**src/rtl/mdu_pkg.sv**
```systemverilog
// Shared MDU constants: default operand width, MDUOp_* opcodes and FSM state encodings.
`ifndef WORD_WIDTH
`define WORD_WIDTH 32
`endif

package mdu_pkg;

  typedef enum logic [2:0] {
    MDUOp_NOP   = 3'b000,
    MDUOp_MULT  = 3'b001,
    MDUOp_MULTU = 3'b010,
    MDUOp_DIV   = 3'b011,
    MDUOp_DIVU  = 3'b100,
    MDUOp_MTHI  = 3'b101,
    MDUOp_MTLO  = 3'b110,
    MDUOp_MF    = 3'b111
  } mdu_op_e;

  typedef enum logic [1:0] {
    ST_IDLE = 2'b00,
    ST_MUL  = 2'b01,
    ST_DIV  = 2'b10
  } mdu_state_e;

endpackage

```
**src/rtl/mdu_div_core.sv**
```systemverilog
// Unsigned restoring divider datapath: one quotient bit per step, magnitudes only.
module mdu_div_core #(
  parameter int unsigned WORD_WIDTH = `WORD_WIDTH
) (
  input  logic                  clk,
  input  logic                  rst,
  input  logic                  load,
  input  logic                  step,
  input  logic [WORD_WIDTH-1:0] dividend,
  input  logic [WORD_WIDTH-1:0] divisor,
  output logic [WORD_WIDTH-1:0] quo_nxt,
  output logic [WORD_WIDTH-1:0] rem_nxt
);

  logic [WORD_WIDTH-1:0] rem, quo, dvs;
  logic [WORD_WIDTH:0]   sh;
  logic                  ge;

  // Outputs are the post-step values so the caller can commit the final bit on the same edge.
  always_comb begin
    sh      = {rem, quo[WORD_WIDTH-1]};
    ge      = (sh >= {1'b0, dvs});
    rem_nxt = ge ? WORD_WIDTH'(sh - {1'b0, dvs}) : sh[WORD_WIDTH-1:0];
    quo_nxt = {quo[WORD_WIDTH-2:0], ge};
  end

  always_ff @(posedge clk) begin
    if (rst) begin
      rem <= '0;
      quo <= '0;
      dvs <= '0;
    end else if (load) begin
      rem <= '0;
      quo <= dividend;
      dvs <= divisor;
    end else if (step) begin
      rem <= rem_nxt;
      quo <= quo_nxt;
    end
  end

endmodule

```
**src/rtl/mdu.sv**
```systemverilog
// Iterative multiply/divide unit owning HI/LO. Define MDU_FAST_MUL_EN for a single-cycle multiply.
module mdu
  import mdu_pkg::*;
#(
  parameter int unsigned WORD_WIDTH = `WORD_WIDTH,
  parameter int unsigned CNT_WIDTH  = 6
) (
  input  logic                  clk,
  input  logic                  rst,
  input  logic                  start,
  input  logic [2:0]            op,
  input  logic [WORD_WIDTH-1:0] inA,
  input  logic [WORD_WIDTH-1:0] inB,
  output logic                  busy,
  output logic                  done,
  output logic [WORD_WIDTH-1:0] hi,
  output logic [WORD_WIDTH-1:0] lo
);

  localparam logic [CNT_WIDTH-1:0] LAST = CNT_WIDTH'(WORD_WIDTH - 1);

  mdu_state_e              state, state_nxt;
  mdu_op_e                 opc;
  logic [CNT_WIDTH-1:0]    cnt;
  logic [WORD_WIDTH-1:0]   mcand, a_raw, mag_a, mag_b;
  logic [2*WORD_WIDTH-1:0] prod, prod_nxt, mul_mag, mul_res;
  logic [WORD_WIDTH:0]     sum;
  logic [WORD_WIDTH-1:0]   quo_nxt, rem_nxt, q_fix, r_fix;
  logic                    neg_res, neg_rem, dz, sa, sb, is_signed;
  logic                    div_load, div_step, last;

  assign opc  = mdu_op_e'(op);
  assign busy = (state != ST_IDLE);

  always_comb begin
    is_signed = (opc == MDUOp_MULT) || (opc == MDUOp_DIV);
    sa        = is_signed && inA[WORD_WIDTH-1];
    sb        = is_signed && inB[WORD_WIDTH-1];
    mag_a     = sa ? -inA : inA;
    mag_b     = sb ? -inB : inB;
  end

  // Shift-add: add multiplicand to the upper half when the low bit is set, then shift right.
  always_comb begin
    sum      = {1'b0, prod[2*WORD_WIDTH-1:WORD_WIDTH]} + {1'b0, (prod[0] ? mcand : '0)};
    prod_nxt = {sum, prod[WORD_WIDTH-1:1]};
`ifdef MDU_FAST_MUL_EN
    mul_mag  = {{WORD_WIDTH{1'b0}}, mcand} * {{WORD_WIDTH{1'b0}}, prod[WORD_WIDTH-1:0]};
`else
    mul_mag  = prod_nxt;
`endif
    mul_res  = neg_res ? -mul_mag : mul_mag;
    q_fix    = neg_res ? -quo_nxt : quo_nxt;
    r_fix    = neg_rem ? -rem_nxt : rem_nxt;
  end

  always_comb begin
    state_nxt = state;
    div_load  = 1'b0;
    div_step  = 1'b0;
    last      = 1'b0;
    case (state)
      ST_IDLE: begin
        if (start) begin
          case (opc)
            MDUOp_MULT, MDUOp_MULTU: state_nxt = ST_MUL;
            MDUOp_DIV, MDUOp_DIVU: begin
              state_nxt = ST_DIV;
              div_load  = 1'b1;
            end
            default: state_nxt = ST_IDLE;
          endcase
        end
      end
      ST_MUL: begin
`ifdef MDU_FAST_MUL_EN
        last = 1'b1;
`else
        last = (cnt == LAST);
`endif
        if (last) state_nxt = ST_IDLE;
      end
      ST_DIV: begin
        div_step = 1'b1;
        last     = (cnt == LAST);
        if (last) state_nxt = ST_IDLE;
      end
      default: state_nxt = ST_IDLE;
    endcase
  end

  always_ff @(posedge clk) begin
    if (rst) state <= ST_IDLE;
    else     state <= state_nxt;
  end

  always_ff @(posedge clk) begin
    if (rst) begin
      hi      <= '0;
      lo      <= '0;
      done    <= 1'b0;
      cnt     <= '0;
      mcand   <= '0;
      prod    <= '0;
      a_raw   <= '0;
      neg_res <= 1'b0;
      neg_rem <= 1'b0;
      dz      <= 1'b0;
    end else begin
      done <= 1'b0;
      if (state == ST_IDLE) begin
        cnt <= '0;
        if (start) begin
          case (opc)
            MDUOp_MULT, MDUOp_MULTU, MDUOp_DIV, MDUOp_DIVU: begin
              mcand   <= mag_a;
              prod    <= {{WORD_WIDTH{1'b0}}, mag_b};
              a_raw   <= inA;
              neg_res <= sa ^ sb;
              neg_rem <= sa;
              dz      <= (inB == '0);
            end
            MDUOp_MTHI: hi <= inA;
            MDUOp_MTLO: lo <= inA;
            default: ;
          endcase
        end
      end else begin
        cnt <= cnt + CNT_WIDTH'(1);
        if (state == ST_MUL) prod <= prod_nxt;
        if (last) begin
          done <= 1'b1;
          if (state == ST_MUL) begin
            {hi, lo} <= mul_res;
          end else begin
            lo <= dz ? '1 : q_fix;
            hi <= dz ? a_raw : r_fix;
          end
        end
      end
    end
  end

  mdu_div_core #(.WORD_WIDTH(WORD_WIDTH)) u_div (
    .clk      (clk),
    .rst      (rst),
    .load     (div_load),
    .step     (div_step),
    .dividend (mag_a),
    .divisor  (mag_b),
    .quo_nxt  (quo_nxt),
    .rem_nxt  (rem_nxt)
  );

endmodule

```
**config.mk**
```make
export PLATFORM = sky130hd
export DESIGN_NAME = mdu
export DESIGN_NICKNAME = d
export VERILOG_FILES = /design/src/rtl/mdu_pkg.sv /design/src/rtl/mdu_div_core.sv /design/src/rtl/mdu.sv
export SDC_FILE = /design/constraint.sdc
export NUM_CORES = 1
export LEC_CHECK = 0
export BUFFER_PORTS_ARGS = -buffer_cell sky130_fd_sc_hd__buf_4
export CAP_MARGIN = 40
export CORE_ASPECT_RATIO = 1.2
export CORE_UTILIZATION = 40
export DETAILED_ROUTE_END_ITERATION = 10
export GPL_TIMING_DRIVEN = 0
export PLACE_DENSITY = 0.56
export SLEW_MARGIN = 10
export SYNTH_ARGS = -nofsm -noshare
export SYNTH_HDL_FRONTEND = slang
export SYNTH_SLANG_ARGS = --single-unit
```
**constraint.sdc**
```tcl
create_clock -name clk -period 16 [get_ports clk]
set_input_delay 3.2 -clock clk [delete_from_list [all_inputs] [get_ports clk]]
set_output_delay 3.2 -clock clk [all_outputs]
set_load 0.02 [all_outputs]
```
==> flow_metrics.py <==
metrics = {
    "synthesis": {
        "synth_commonest_cells": "nor2_1, dfxtp_1, a21oi_1",
        "ys_ff_latch": 299,
        "netlist_area_um2": 21000,
        "synthDistinctLibCells": 80,
        "mappedNetlistNets": 2963,
        "yosys.area.top_type": "dfxtp_1",
        "synth-main-ff-cell": "dfxtp_1",
        "synth_top_area_frac": 0.285,
        "synth_edf_count": 0,
        "yosysWarnings": 0,
        "ys_seq_area_frac": 0.285,
        "synth-async-reset-ratio": 0,
        "synthTopCellsByArea": "dfxtp_1, a211oi_1, nor2_1, a21oi_1, xnor2_1",
        "synth.avg_cell_area_um2": 7.45,
        "yosysMostFrequentCell": "nor2_1",
        "syn_inst": 2818,
    },
    "sta": {
        "fmax_mhz": 117,
        "period_share": 0.535,
        "rsz0062_at_grt": "false",
        "finClkSkew_ns": 0.0297,
        "setup_viol": 0,
        "slew_headroom": 0.332,
        "finalSetupTns_ns": 0,
        "slew_violations": 0,
        "worst_pin_slew_ns": 1.00,
        "hold_viol_final": 0,
        "fin_crit_ns": 8.57,
    },
    "cts": {
        "root_buffer": "clkbuf_16",
        "clkTransAtPathRegs_ns": 0.07,
        "cts_buffers": 36,
        "clk_latency_ns": 0.57,
        "htree_num_levels": 2,
        "cts-resized-gates": 0,
        "post_cts_buffers": 0,
        "cts_buffer_depth": 3,
        "clock-sinks": 299,
        "cts.hold.buffers_added": 0,
        "cts_tree": "done",
    },
    "flow_run": {
        "drv_cap": 0,
    },
    "outcome": {
        "status": "finished, final reports clean",
    },
    "critical_path": {
        "worstSetupPathType": "flop to flop",
        "worst-path-max-fanout": 10,
        "start_kind": "flop",
        "critical_path_arrival_ns": 8.97,
        "critical_path.endpoint_type": "flop",
        "crit_required_ns": 16.40,
    },
    "layout": {
        "diodes": 0,
        "stdcell_count": 3729,
        "area.growth.synth_to_final_pct": 15.9,
        "nNetsFinal": 3153,
        "drive_gt1_frac": 0.0821,
    },
    "routing": {
        "drt_wl_total_mm": 103,
        "viasPerCell": 6.12,
        "wl_per_cell_um": 27.7,
        "final_antenna_net_count": 0,
        "via_count": 22825,
        "drc": 0,
        "drtPass1Iterations": 8,
        "drt_iter0_markers": 2040,
    },
    "floorplan": {
        "die_w_um": 211,
        "die_y_um": 253,
        "start_util": 0.407,
        "core_area_um2": 51600,
        "die_area_um2": 53400,
        "ios": 136,
        "num_rows": 91,
    },
    "global_route": {
        "grt_overflow": 0,
        "grt.total_usage": 0.382,
        "grt_max_degree": 13,
        "grt_pass1_vias": 22239,
        "antenna_found_initial": 2,
        "grt_pass1_wl_mm": 148,
    },
    "power_and_ir_drop": {
        "vdd_drop_max_mv": 0.0829,
        "p_leak_nw": 8.97,
        "power_density_nw_per_um2": 107,
        "finalPower_mw": 2.61,
    },
    "placed_design": {
        "gp_congestion": 1.03,
        "dp.cells": 3667,
        "dp_hpwl_mm": 85.2,
        "place.port_buffers": 128,
    },
    "worst_hold_path": {
        "hold_path_class": "flop to flop",
    },
}
==> placed cells by master, fill, tap and decap left out, drive strengths merged, types with 105 or more instances in the layout <==
| cell | instances |
|---|---|
| nand2 | 243 |
| xor2 | 105 |
| buf | 165 |
| nor2 | 375 |
| xnor2 | 114 |
| a21oi | 261 |
| dfxtp | 299 |
| a211oi | 227 |
| o21ai | 138 |
| clkbuf | 242 |
==> per-layer routing <==
metal  vias up  track usage  wire length (um)
met5         -            0                18
met4         2        0.299              9000
met3       305       0.0477              5590
met2       938        0.660             49700
met1     10963        0.424             39100
li1      10617            -                 -
==> path summary, 6_finish.rpt <==
check	endpoint	cells past startpoint	start	slack, ns
worst max-delay path	hi[28]	24	u_div.dvs[6]	7.43
worst min-delay path	a_raw[4]	2	a_raw[4]	0.46
worst max register to register	hi[28]	24	u_div.dvs[6]	7.43
worst min register to register	a_raw[4]	2	a_raw[4]	0.46
==> cell type report <==
cell class,count,area (um^2)
clock inverters,17,270
flip-flops and latches,299,5990
inverters,79,297
plain buffers,212,810
repair buffers,152,1200
multi-input cells,2228,13900
fillers,5303,27200
clock buffers,45,986
well taps,697,872
==> through the flow <==
step	hold WS [ns]	setup WS [ns]	utilization	cell area, um^2
2_1_floorplan	0.418	10.23	-	21000
3_3_place_gp	0.434	7.71	0.443	22800
3_5_place_dp	0.445	7.67	0.447	23100
4_1_cts	0.456	7.63	0.472	24300
5_1_grt	0.478	7.00	0.472	24300
6_report	0.456	7.43	0.472	24300
==> critical path, cell delays in order, from the launching register on <==
cell and delay [ns]:
dfxtp_1 0.33, inv_1 0.15, ha_1 0.32, clkbuf_1 0.28, a21oi_1 0.19, o21ai_0 0.54
a22oi_1 0.21, a311oi_1 0.47, or2_2 0.19, clkbuf_1 0.36, buf_1 0.57, clkbuf_1 0.61
clkbuf_1 0.62, nand2_1 0.10, o21ai_0 0.19, ha_1 0.28, nor3b_1 0.33, nor4b_1 0.30
a31oi_1 0.19, a211o_1 0.44, nand4b_1 0.39, o21ai_0 0.30, xor2_1 0.14, a221oi_1 0.77
nor3_1 0.10
==> state kept, by name, summed over array words and instances (netlist names), 6 cells and up <==
| signal | cells |
|---|---|
| prod | 64 |
| hi | 32 |
| lo | 32 |
| mcand | 32 |
| u_div.dvs | 32 |
| u_div.quo | 32 |
| u_div.rem | 32 |
| a_raw | 31 |
| cnt | 6 |
==> power breakdown <==
group          internal (mW)  switching, mW  total (mW)
Sequential             0.783         0.0476       0.831
Combinational          0.286          0.587       0.873
Clock                  0.550          0.358       0.909
Total                   1.62          0.993        2.61
==> cell families after synthesis <==
| family | Yosys count | share of synthesized area |
|---|---|---|
| compound gates | 916 | 0.287 |
| flops | 299 | 0.285 |
| mux | 45 | 0.0223 |
| xor+xnor | 219 | 0.0913 |
| simple gates | 973 | 0.216 |
| buf+inv | 291 | 0.0527 |
| fa+ha+maj | 75 | 0.0454 |
No activity file was read; power rests on OpenSTA's default activity.
